### config.mk
export PLATFORM = sky130hd
export DESIGN_NAME = pipe_ctrl_flat
export DESIGN_NICKNAME = d
export VERILOG_FILES = /design/src/rtl/y86_pkg.sv /design/src/rtl/pipe_ctrl_if.sv /design/src/rtl/pipe_hazard_detect.sv /design/src/rtl/pipe_ctrl.sv /design/src/flat_wrapper.sv
export SDC_FILE = /design/constraint.sdc
export NUM_CORES = 1
export LEC_CHECK = 0
export ABC_AREA = 1
export CAP_MARGIN = 20
export CORE_AREA = 2 2 141 143
export DETAILED_ROUTE_END_ITERATION = 7
export DIE_AREA = 0 0 143 145
export REMOVE_ABC_BUFFERS = 1
export SYNTH_ARGS = -nofsm -noshare
export SYNTH_HDL_FRONTEND = slang
export SYNTH_SLANG_ARGS = --single-unit
### constraint.sdc
create_clock -name clk -period 2.3 [get_ports clk]
set_clock_uncertainty 0.15 [all_clocks]
set_input_delay 0.69 -clock clk [delete_from_list [all_inputs] [get_ports clk]]
set_output_delay 0.69 -clock clk [all_outputs]
set_load 0.1 [all_outputs]
### src/rtl/y86_pkg.sv
// Shared Y86-64 encodings, pipeline-control state enum and hazard bundle.
// Used by fetch, the other pipeline stages and pipe_ctrl.
package y86_pkg;

    localparam int unsigned ADDR_W  = 64;
    localparam int unsigned ICODE_W = 4;
    localparam int unsigned STAT_W  = 3;
    localparam int unsigned REG_W   = 4;

    localparam logic [ICODE_W-1:0] I_HALT  = 4'h0;
    localparam logic [ICODE_W-1:0] I_NOP   = 4'h1;
    localparam logic [ICODE_W-1:0] I_CMOV  = 4'h2;
    localparam logic [ICODE_W-1:0] I_IRMOV = 4'h3;
    localparam logic [ICODE_W-1:0] I_RMMOV = 4'h4;
    localparam logic [ICODE_W-1:0] I_MRMOV = 4'h5;
    localparam logic [ICODE_W-1:0] I_OPQ   = 4'h6;
    localparam logic [ICODE_W-1:0] I_JXX   = 4'h7;
    localparam logic [ICODE_W-1:0] I_CALL  = 4'h8;
    localparam logic [ICODE_W-1:0] I_RET   = 4'h9;
    localparam logic [ICODE_W-1:0] I_PUSH  = 4'hA;
    localparam logic [ICODE_W-1:0] I_POP   = 4'hB;

    localparam logic [STAT_W-1:0] S_AOK = 3'd1;
    localparam logic [STAT_W-1:0] S_HLT = 3'd2;
    localparam logic [STAT_W-1:0] S_ADR = 3'd3;
    localparam logic [STAT_W-1:0] S_INS = 3'd4;

    localparam logic [REG_W-1:0] R_NONE = 4'hF;

    typedef enum logic {
        ST_RUN    = 1'b0,
        ST_HALTED = 1'b1
    } pipe_state_e;

    typedef struct packed {
        logic loaduse;
        logic retp;
        logic mispred;
        logic mexc;
        logic wexc;
    } hazard_t;

    // Only the three defined exception codes count; AOK and undefined codes do not.
    function automatic logic is_exc(input logic [STAT_W-1:0] stat);
        return (stat == S_HLT) || (stat == S_ADR) || (stat == S_INS);
    endfunction

endpackage

### src/rtl/pipe_ctrl_if.sv
// Pipeline-control bus: stage state into pipe_ctrl, fetch PC and register controls out.
// master = datapath side, slave = pipe_ctrl.
interface pipe_ctrl_if;
    import y86_pkg::*;

    logic [ADDR_W-1:0]  f_predPC;
    logic [ICODE_W-1:0] M_icode;
    logic               M_Cnd;
    logic [ADDR_W-1:0]  M_valA;
    logic [ICODE_W-1:0] W_icode;
    logic [ADDR_W-1:0]  W_valM;
    logic [ICODE_W-1:0] D_icode;
    logic [ICODE_W-1:0] E_icode;
    logic [REG_W-1:0]   E_dstM;
    logic               e_Cnd;
    logic [REG_W-1:0]   d_srcA;
    logic [REG_W-1:0]   d_srcB;
    logic [STAT_W-1:0]  m_stat;
    logic [STAT_W-1:0]  W_stat;

    logic [ADDR_W-1:0]  f_pc;
    logic [ADDR_W-1:0]  F_predPC;
    logic               F_stall;
    logic               D_stall;
    logic               D_bubble;
    logic               E_bubble;
    logic               M_bubble;
    logic               W_stall;
    logic               set_cc;
    logic               halted;

    modport master (
        output f_predPC, M_icode, M_Cnd, M_valA, W_icode, W_valM, D_icode,
               E_icode, E_dstM, e_Cnd, d_srcA, d_srcB, m_stat, W_stat,
        input  f_pc, F_predPC, F_stall, D_stall, D_bubble, E_bubble,
               M_bubble, W_stall, set_cc, halted
    );

    modport slave (
        input  f_predPC, M_icode, M_Cnd, M_valA, W_icode, W_valM, D_icode,
               E_icode, E_dstM, e_Cnd, d_srcA, d_srcB, m_stat, W_stat,
        output f_pc, F_predPC, F_stall, D_stall, D_bubble, E_bubble,
               M_bubble, W_stall, set_cc, halted
    );

endinterface

### src/rtl/pipe_hazard_detect.sv
// Combinational hazard terms: load-use, ret in flight, mispredict, M/W exceptions.
module pipe_hazard_detect
    import y86_pkg::*;
(
    input  logic [ICODE_W-1:0] D_icode,
    input  logic [ICODE_W-1:0] E_icode,
    input  logic [ICODE_W-1:0] M_icode,
    input  logic [REG_W-1:0]   E_dstM,
    input  logic [REG_W-1:0]   d_srcA,
    input  logic [REG_W-1:0]   d_srcB,
    input  logic               e_Cnd,
    input  logic [STAT_W-1:0]  m_stat,
    input  logic [STAT_W-1:0]  W_stat,
    output hazard_t            hz
);

    always_comb begin
        hz = '0;
        hz.loaduse = ((E_icode == I_MRMOV) || (E_icode == I_POP)) &&
                     (E_dstM != R_NONE) &&
                     ((E_dstM == d_srcA) || (E_dstM == d_srcB));
        hz.retp    = (D_icode == I_RET) || (E_icode == I_RET) || (M_icode == I_RET);
        hz.mispred = (E_icode == I_JXX) && !e_Cnd;
        hz.mexc    = is_exc(m_stat);
        hz.wexc    = is_exc(W_stat);
    end

endmodule

### src/rtl/pipe_ctrl.sv
// Y86-64 pipeline control: predicted-PC register, fetch-PC select, stall/bubble
// controls and RUN/HALTED FSM. Define PIPE_PERF_EN to add performance counters.
module pipe_ctrl
    import y86_pkg::*;
#(
    parameter logic [ADDR_W-1:0] RESET_PC = 64'd0,
    parameter int unsigned       CNT_W    = 32
) (
    input  logic            clk,
    input  logic            reset,
    pipe_ctrl_if.slave      pif
`ifdef PIPE_PERF_EN
    ,
    output logic [CNT_W-1:0] perf_cycles,
    output logic [CNT_W-1:0] perf_stalls,
    output logic [CNT_W-1:0] perf_mispred
`endif
);

    if (CNT_W < 1) begin : g_bad_cnt_w
        $error("pipe_ctrl: CNT_W must be at least 1");
    end

    hazard_t           hz;
    pipe_state_e       state_q;
    pipe_state_e       state_d;
    logic [ADDR_W-1:0] pred_pc_q;

    pipe_hazard_detect u_hazard (
        .D_icode (pif.D_icode),
        .E_icode (pif.E_icode),
        .M_icode (pif.M_icode),
        .E_dstM  (pif.E_dstM),
        .d_srcA  (pif.d_srcA),
        .d_srcB  (pif.d_srcB),
        .e_Cnd   (pif.e_Cnd),
        .m_stat  (pif.m_stat),
        .W_stat  (pif.W_stat),
        .hz      (hz)
    );

    always_ff @(posedge clk) begin
        if (reset) begin
            state_q <= ST_RUN;
        end else begin
            state_q <= state_d;
        end
    end

    // Next state and register controls; HALTED freezes fetch/decode/writeback.
    always_comb begin
        state_d      = state_q;
        pif.F_stall  = 1'b0;
        pif.D_stall  = 1'b0;
        pif.D_bubble = 1'b0;
        pif.E_bubble = 1'b0;
        pif.M_bubble = 1'b0;
        pif.W_stall  = 1'b0;
        pif.set_cc   = 1'b0;
        pif.halted   = 1'b0;
        case (state_q)
            ST_RUN: begin
                pif.F_stall  = hz.loaduse | hz.retp;
                pif.D_stall  = hz.loaduse;
                pif.D_bubble = hz.mispred | (!hz.loaduse & hz.retp);
                pif.E_bubble = hz.mispred | hz.loaduse;
                pif.M_bubble = hz.mexc | hz.wexc;
                pif.W_stall  = hz.wexc;
                pif.set_cc   = (pif.E_icode == I_OPQ) & !hz.mexc & !hz.wexc;
                if (pif.W_stat != S_AOK) begin
                    state_d = ST_HALTED;
                end
            end
            ST_HALTED: begin
                pif.F_stall  = 1'b1;
                pif.D_stall  = 1'b1;
                pif.W_stall  = 1'b1;
                pif.M_bubble = 1'b1;
                pif.halted   = 1'b1;
            end
        endcase
    end

    always_ff @(posedge clk) begin
        if (reset) begin
            pred_pc_q <= RESET_PC;
        end else if (!pif.F_stall) begin
            pred_pc_q <= pif.f_predPC;
        end
    end

    // Mispredict recovery outranks ret target, which outranks the prediction.
    always_comb begin
        if ((pif.M_icode == I_JXX) && !pif.M_Cnd) begin
            pif.f_pc = pif.M_valA;
        end else if (pif.W_icode == I_RET) begin
            pif.f_pc = pif.W_valM;
        end else begin
            pif.f_pc = pred_pc_q;
        end
    end

    assign pif.F_predPC = pred_pc_q;

`ifdef PIPE_PERF_EN
    function automatic logic [CNT_W-1:0] sat_inc(input logic [CNT_W-1:0] v, input logic en);
        return (en && (v != '1)) ? v + CNT_W'(1) : v;
    endfunction

    // Counters advance only in RUN and stick at all-ones.
    always_ff @(posedge clk) begin
        if (reset) begin
            perf_cycles  <= '0;
            perf_stalls  <= '0;
            perf_mispred <= '0;
        end else if (state_q == ST_RUN) begin
            perf_cycles  <= sat_inc(perf_cycles, 1'b1);
            perf_stalls  <= sat_inc(perf_stalls, pif.F_stall);
            perf_mispred <= sat_inc(perf_mispred, hz.mispred);
        end
    end
`endif

endmodule

### src/flat_wrapper.sv
// flat-port wrapper written by rule: the top's interface ports become plain ports
module pipe_ctrl_flat import y86_pkg::*;
#(
    parameter logic [ADDR_W-1:0] RESET_PC = 64'd0,
    parameter int unsigned       CNT_W    = 32
)
  (clk, reset, pif_f_predPC, pif_M_icode, pif_M_Cnd, pif_M_valA, pif_W_icode, pif_W_valM, pif_D_icode, pif_E_icode, pif_E_dstM, pif_e_Cnd, pif_d_srcA, pif_d_srcB, pif_m_stat, pif_W_stat, pif_f_pc, pif_F_predPC, pif_F_stall, pif_D_stall, pif_D_bubble, pif_E_bubble, pif_M_bubble, pif_W_stall, pif_set_cc, pif_halted);
  pipe_ctrl_if pif_i ();
  input  logic clk;
  input  logic reset;
  input wire logic [$bits(pif_i.f_predPC)-1:0] pif_f_predPC;
  input wire logic [$bits(pif_i.M_icode)-1:0] pif_M_icode;
  input wire logic [$bits(pif_i.M_Cnd)-1:0] pif_M_Cnd;
  input wire logic [$bits(pif_i.M_valA)-1:0] pif_M_valA;
  input wire logic [$bits(pif_i.W_icode)-1:0] pif_W_icode;
  input wire logic [$bits(pif_i.W_valM)-1:0] pif_W_valM;
  input wire logic [$bits(pif_i.D_icode)-1:0] pif_D_icode;
  input wire logic [$bits(pif_i.E_icode)-1:0] pif_E_icode;
  input wire logic [$bits(pif_i.E_dstM)-1:0] pif_E_dstM;
  input wire logic [$bits(pif_i.e_Cnd)-1:0] pif_e_Cnd;
  input wire logic [$bits(pif_i.d_srcA)-1:0] pif_d_srcA;
  input wire logic [$bits(pif_i.d_srcB)-1:0] pif_d_srcB;
  input wire logic [$bits(pif_i.m_stat)-1:0] pif_m_stat;
  input wire logic [$bits(pif_i.W_stat)-1:0] pif_W_stat;
  output wire logic [$bits(pif_i.f_pc)-1:0] pif_f_pc;
  output wire logic [$bits(pif_i.F_predPC)-1:0] pif_F_predPC;
  output wire logic [$bits(pif_i.F_stall)-1:0] pif_F_stall;
  output wire logic [$bits(pif_i.D_stall)-1:0] pif_D_stall;
  output wire logic [$bits(pif_i.D_bubble)-1:0] pif_D_bubble;
  output wire logic [$bits(pif_i.E_bubble)-1:0] pif_E_bubble;
  output wire logic [$bits(pif_i.M_bubble)-1:0] pif_M_bubble;
  output wire logic [$bits(pif_i.W_stall)-1:0] pif_W_stall;
  output wire logic [$bits(pif_i.set_cc)-1:0] pif_set_cc;
  output wire logic [$bits(pif_i.halted)-1:0] pif_halted;
  assign pif_i.f_predPC = pif_f_predPC;
  assign pif_i.M_icode = pif_M_icode;
  assign pif_i.M_Cnd = pif_M_Cnd;
  assign pif_i.M_valA = pif_M_valA;
  assign pif_i.W_icode = pif_W_icode;
  assign pif_i.W_valM = pif_W_valM;
  assign pif_i.D_icode = pif_D_icode;
  assign pif_i.E_icode = pif_E_icode;
  assign pif_i.E_dstM = pif_E_dstM;
  assign pif_i.e_Cnd = pif_e_Cnd;
  assign pif_i.d_srcA = pif_d_srcA;
  assign pif_i.d_srcB = pif_d_srcB;
  assign pif_i.m_stat = pif_m_stat;
  assign pif_i.W_stat = pif_W_stat;
  assign pif_f_pc = pif_i.f_pc;
  assign pif_F_predPC = pif_i.F_predPC;
  assign pif_F_stall = pif_i.F_stall;
  assign pif_D_stall = pif_i.D_stall;
  assign pif_D_bubble = pif_i.D_bubble;
  assign pif_E_bubble = pif_i.E_bubble;
  assign pif_M_bubble = pif_i.M_bubble;
  assign pif_W_stall = pif_i.W_stall;
  assign pif_set_cc = pif_i.set_cc;
  assign pif_halted = pif_i.halted;
  pipe_ctrl #(.RESET_PC(RESET_PC), .CNT_W(CNT_W)) u_core (.clk(clk), .reset(reset), .pif(pif_i));
endmodule
Word level (Yosys, flattened, before mapping)
Cells that the tools add are included.
{"block": "word_totals", "output_inout_bits": 136, "in_bits": 230, "word_cells": 58, "ff_bits": 65}
{"block": "op_classes", "n_reduce_logical": 17, "muxes": 12, "eq_ne": 19, "n_bitwise": 8}
{"cell": "$mux W64", "count": 2}
{"cell": "$eq A4 B4 Y1 const B", "count": 5}
{"cell": "$eq A4 B3 Y1 const B", "count": 4}
{"cell": "$eq A3 B2 Y1 const B", "count": 4}
{"cell": "$eq A4 B4 Y1", "count": 2}
{"cell": "$logic_or A1 B1 Y1", "count": 8}
{"cell": "$pmux W1 S2", "count": 4}
{"cell": "$eq A3 B3 Y1 const B", "count": 2}
{"cell": "$mux W1", "count": 6}
{"cell": "$logic_not A1 Y1", "count": 5}
{"cell": "$logic_and A1 B1 Y1", "count": 4}
{"cell": "$ne A4 B4 Y1 const B", "count": 1}
{"cell": "$or A1 B1 Y1", "count": 4}
{"cell": "$and A1 B1 Y1", "count": 3}
{"cell": "$ne A3 B1 Y1 const B", "count": 1}
{"cell": "$not A1 Y1", "count": 1}

Longest topological paths before layout
{"block": "logic_depth", "ltp_word": 8, "ltp_mapped": 13, "depth_no_buf": 11}

Modules after synthesis
From an unflattened synthesis, not the netlist that was laid out.
{"block": "unflattened", "hier_cells": 856, "area_unflattened_um2": 4845.9}
{"module": "pipe_ctrl", "seq_area_each_um2": 1301.2, "area_each_um2": 4575.6, "n_inst": 1, "cells_per_inst": 791}
{"module": "pipe_hazard_detect", "seq_area_each_um2": 0.0, "area_each_um2": 270.3, "n_inst": 1, "cells_per_inst": 65}

Least setup slack after synthesis
OpenSTA, ideal clock, no wires.
{"block": "synth_path", "path_type": "reg2out", "start": "register u_core.state_q", "end": "output port pif_set_cc", "slack_ns": -3.643, "path_stages_with_launch": 5, "path_buffers": 1, "required_time_ns": 1.460, "arrival_ns": 5.103, "cell_sequence": "dfxtp_1 -> clkinv_1 -> clkbuf_1 -> nand3_1 -> nor4_1"}
{"block": "synth_between", "elab_chain_cells": 1}
{"element": "from (decl)", "line_no": "pipe_ctrl.sv:25", "source": "pipe_state_e state_q;"}
{"element": "from (signal assigned)", "line_no": "pipe_ctrl.sv:46", "source": "state_q <= state_d;"}
{"element": "$mux W1", "line_no": "pipe_ctrl.sv:61", "source": "case (state_q)"}
{"element": "to (decl)", "line_no": "flat_wrapper.sv:33", "source": "output wire logic [$bits(pif_i.set_cc)-1:0] pif_set_cc;"}
Every way passes these cells.

Worst setup path after layout
{"block": "layout_path", "start": "input port pif_W_icode[2]", "end": "output port pif_f_pc[43]"}
{"block": "layout_between", "elab_chain_cells": 3}
{"element": "from (decl)", "line_no": "flat_wrapper.sv:15", "source": "input wire logic [$bits(pif_i.W_icode)-1:0] pif_W_icode;"}
{"element": "$eq A4 B4 Y1", "line_no": "pipe_ctrl.sv:96", "source": "end else if (pif.W_icode == I_RET) begin"}
{"element": "$mux W64", "line_no": "pipe_ctrl.sv:96"}
{"element": "$mux W64", "line_no": "pipe_ctrl.sv:94", "source": "if ((pif.M_icode == I_JXX) && !pif.M_Cnd) begin"}
{"element": "to (decl)", "line_no": "flat_wrapper.sv:25", "source": "output wire logic [$bits(pif_i.f_pc)-1:0] pif_f_pc;"}
Every way passes these cells.

==> results list <==
* Gr usage total: 28.2%
- CP Max Fanout: 8
- Number of DRC violations after detailed-routing iteration 0: 323
- HP Class: reg2reg
* Post-synthesis register bit count: 65
* Fill cell total of the finished layout: 1,316
- Port Buffers: 365
- Violations in the final reports: setup timing
* Number of flops mapped to enable cells by yosys: 0
- In the finished design, the share of the clock period the worst path needs comes to 130%.
* Worst setup slack before clock tree synthesis: -1.00 ns
- Area of the mapped netlist: 0.00505 mm²
- Max-cap violations in this run came to 0.
* Number of cells after detailed placement: 1,526
- Data on the critical path is required at its endpoint by 1.46 ns.
- After detailed routing, the number of remaining DRC violations is 0.
* Unrepaired setup endpoints after global routing: yes
* Area occupied by multi-input gates: 0.00438 mm²
* WL/cell: 19.8 µm
* Arrival time reported for the critical path endpoint: 2.14 ns
* Number of pins with negative max-slew slack in the final report: 0
- Post-route total power: 7.37 mW
- In this run the remaining antenna-violating nets after routing total 0.
* Final weighted congestion in routability-driven placement: 0.770
- Dividing the detail-routed via count by the number of cells gives 4.79.
- The first global-routing pass estimated 45,100 µm of wire.
* Most common flop cell mapped by yosys: sky130_fd_sc_hd__dfxtp_1
- The synthesized design devotes to its leading area cell type 25.8% of total area.
- Synthesis produced a netlist whose cell count is 915.
- Number of stages on the worst hold path: 4
- In this run the static leakage power is 6.23 nW.
* Critical setup path kind: in2out
- Measured along the y axis, the die boundary spans 145 µm.
- Total grt overflow: 0
- Sinks on the clock net: 65
- In the post-route analysis, the smallest setup slack over all paths is -0.682 ns.
* Status: finished with violations
* Post-route core utilization: 71.4%
* Share of the yosys chip area belonging to registers: 25.8%
* Count of distinct cell types in the synthesized netlist: 26
* Total routed wirelength: 31,500 µm
- Clock transition at the registers of the reported paths: 0.05 ns
- TritonCTS built the clock tree.
- The repair_antennas step left the layout with diodes totalling 0.
- The floorplan has 51 rows.
* Via count of the first global-routing pass: 7,856
- Dividing total power by cell area gives a power density of 538 mW/mm².
- Mean instance size in the synthesized netlist: 5.52 µm²
- In this run, post-CTS hold repair placed 0 buffers.
- Asr flop ratio synth: 0%
- Total number of H-tree levels: 3
* Time the final worst path needs with I/O delays and setup: 2.98 ns
- The number of failing hold endpoints at the final stage was 0.
- For this run, the number of Yosys warnings is 0.
* Ratio of cells with drive above 1 in the final layout: 43.3%
* Headroom to the max-slew limit: 49.7%
- Total CTS buffers: 9
- Kind of start point of the critical path: primary input
- Ports placed on the boundary: 366
* Measured slew at the worst slew-check pin: 0.755 ns
- Longest Clk Path Bufs: 2
- Entering global routing, the biggest net connects 65 pins.
- The core region is 0.0192 mm².
* Leading post-synthesis cells by cell area: sky130_fd_sc_hd__dfxtp_1 (26%), sky130_fd_sc_hd__nand2_1 (19%), sky130_fd_sc_hd__inv_1 (11%)
* Number of iterations in the first detailed-routing pass: 4
- Root Driver: sky130_fd_sc_hd__clkbuf_16
* Placed standard-cell area: 0.0105 mm²
* Most repeated cell in the gate-level netlist after synthesis: sky130_fd_sc_hd__nand2_1
- Non-Filler Cell Area, Final: 0.0137 mm²
- Worst ir drop on vdd: 336 µV
- Summing over every cut layer, the via total after detailed routing is 7,652.
* Relative area change from synthesis to final layout: 172%
- The number of antenna violations at the first check in global routing was 0.
- Setup violations remaining at the end of the flow were counted as 70.
- Starting density of the core: 26.3%
- Clock insertion delay at the later pin of the skew report: 0.33 ns
- Leading post-synthesis cells by instance count: sky130_fd_sc_hd__nand2_1 (257), sky130_fd_sc_hd__inv_1 (154), sky130_fd_sc_hd__nor2_1 (139), sky130_fd_sc_hd__nand4_1 (66)
* Worst setup EP type: output port
- From left edge to right edge, the die measures 143 µm.
- Die outline area: 0.0207 mm²
- Measured in cells, the most critical reg-to-reg path has a length of 5.
* Nets: 1,556
* Worst Hold Margin: 0.419 ns
* Sum of net half-perimeters after detailed placement: 16,800 µm
- Excluding fillers, the count of instances in the completed layout stands at 1,596.
* Total Neg Setup Slack: -34.90 ns
- In the final layout, flip-flops and latches occupy 0.00130 mm².
* Library cell occupying the most area in the post-synthesis netlist: sky130_fd_sc_hd__dfxtp_1
- Fmax: 0.335 GHz
-- critical path: stages --
cell	delay [ns]
sky130_fd_sc_hd__buf_6	0.10
sky130_fd_sc_hd__nor2_4	0.12
sky130_fd_sc_hd__nand3_4	0.14
sky130_fd_sc_hd__inv_8	0.11
sky130_fd_sc_hd__buf_12	0.11
sky130_fd_sc_hd__buf_12	0.09
sky130_fd_sc_hd__buf_12	0.15
sky130_fd_sc_hd__nand2_1	0.09
sky130_fd_sc_hd__a31oi_1	0.19
sky130_fd_sc_hd__bufbuf_16	0.35
-- report_power, final --
part / internal [mW] / switching, mW / total (mW)
clock: 0.977 / 0.521 / 1.50
sequential: 1.24 / 0.162 / 1.40
combinational: 1.76 / 2.72 / 4.48
total: 3.97 / 3.40 / 7.37
-- metal layers --
| metal | routed length, µm | GRT usage, % |
|---|---|---|
| met1 | 11500 | 31.5 |
| met2 | 16300 | 50.8 |
| met3 | 2220 | 6.50 |
| met4 | 1530 | 11.6 |
| met5 | 0 | 0 |
-- cells in the final DEF (no fill, tap or decap), drive strengths merged --
| cell | instances |
|---|---|
| inv | 212 |
| buf | 258 |
| nor3 | 2 |
| a31oi | 65 |
| clkdlybuf4s50 | 193 |
| nand4 | 66 |
| clkdlybuf4s15 | 4 |
| o21ai | 3 |
| nor3b | 1 |
| nand3 | 7 |
| bufinv | 2 |
| dlygate4sd2 | 2 |
| clkbuf | 14 |
| nor4 | 1 |
| dfxtp | 65 |
| nand3b | 1 |
| clkinv | 3 |
| a21oi | 3 |
| bufbuf | 1 |
| nand2 | 288 |
| nor2 | 140 |
-- final timing paths --
| path | from | endpoint | slack [ns] |
|---|---|---|---|
| max | pif_W_icode[2] | pif_f_pc[43] | -0.68 |
| min | u_core.pif.F_predPC[9] | u_core.pif.F_predPC[9] | 0.42 |
| max reg2reg | u_core.state_q | u_core.pif.F_predPC[35] | 0.34 |
| min reg2reg | u_core.pif.F_predPC[9] | u_core.pif.F_predPC[9] | 0.42 |
-- cells by family (layout without fill, tap and decap cells) --
kind of cell | Yosys count | count (layout) | synth area share, %
AO/OA/AOI/OAI | 71 | 71 | 8.72
flip-flops | 65 | 65 | 25.8
buffers and inverters | 273 | 689 | 22.5
AND/OR/NAND/NOR | 506 | 506 | 43.0
-- cell type report --
type | instances | area share (%)
clock buffer | 11 | 1.77
clock inverter | 5 | 0.575
inverter | 212 | 5.93
multi-input combinational | 577 | 31.9
sequential | 65 | 9.49
tap | 265 | 2.42
timing repair buffer | 461 | 47.9
-- sequential cells by signal (all words and copies together), names as in the netlist --
register and cells:
u_core.pif.F_predPC 64, u_core.state_q 1
-- repair_timing --
action,in CTS,in global routing
buffers inserted,35,8
gates resized for setup,457,137
endpoints found under the setup margin,135,70
cloned,29,2
pin swaps,89,69
Note: power is estimated with default switching activity, not from simulation.
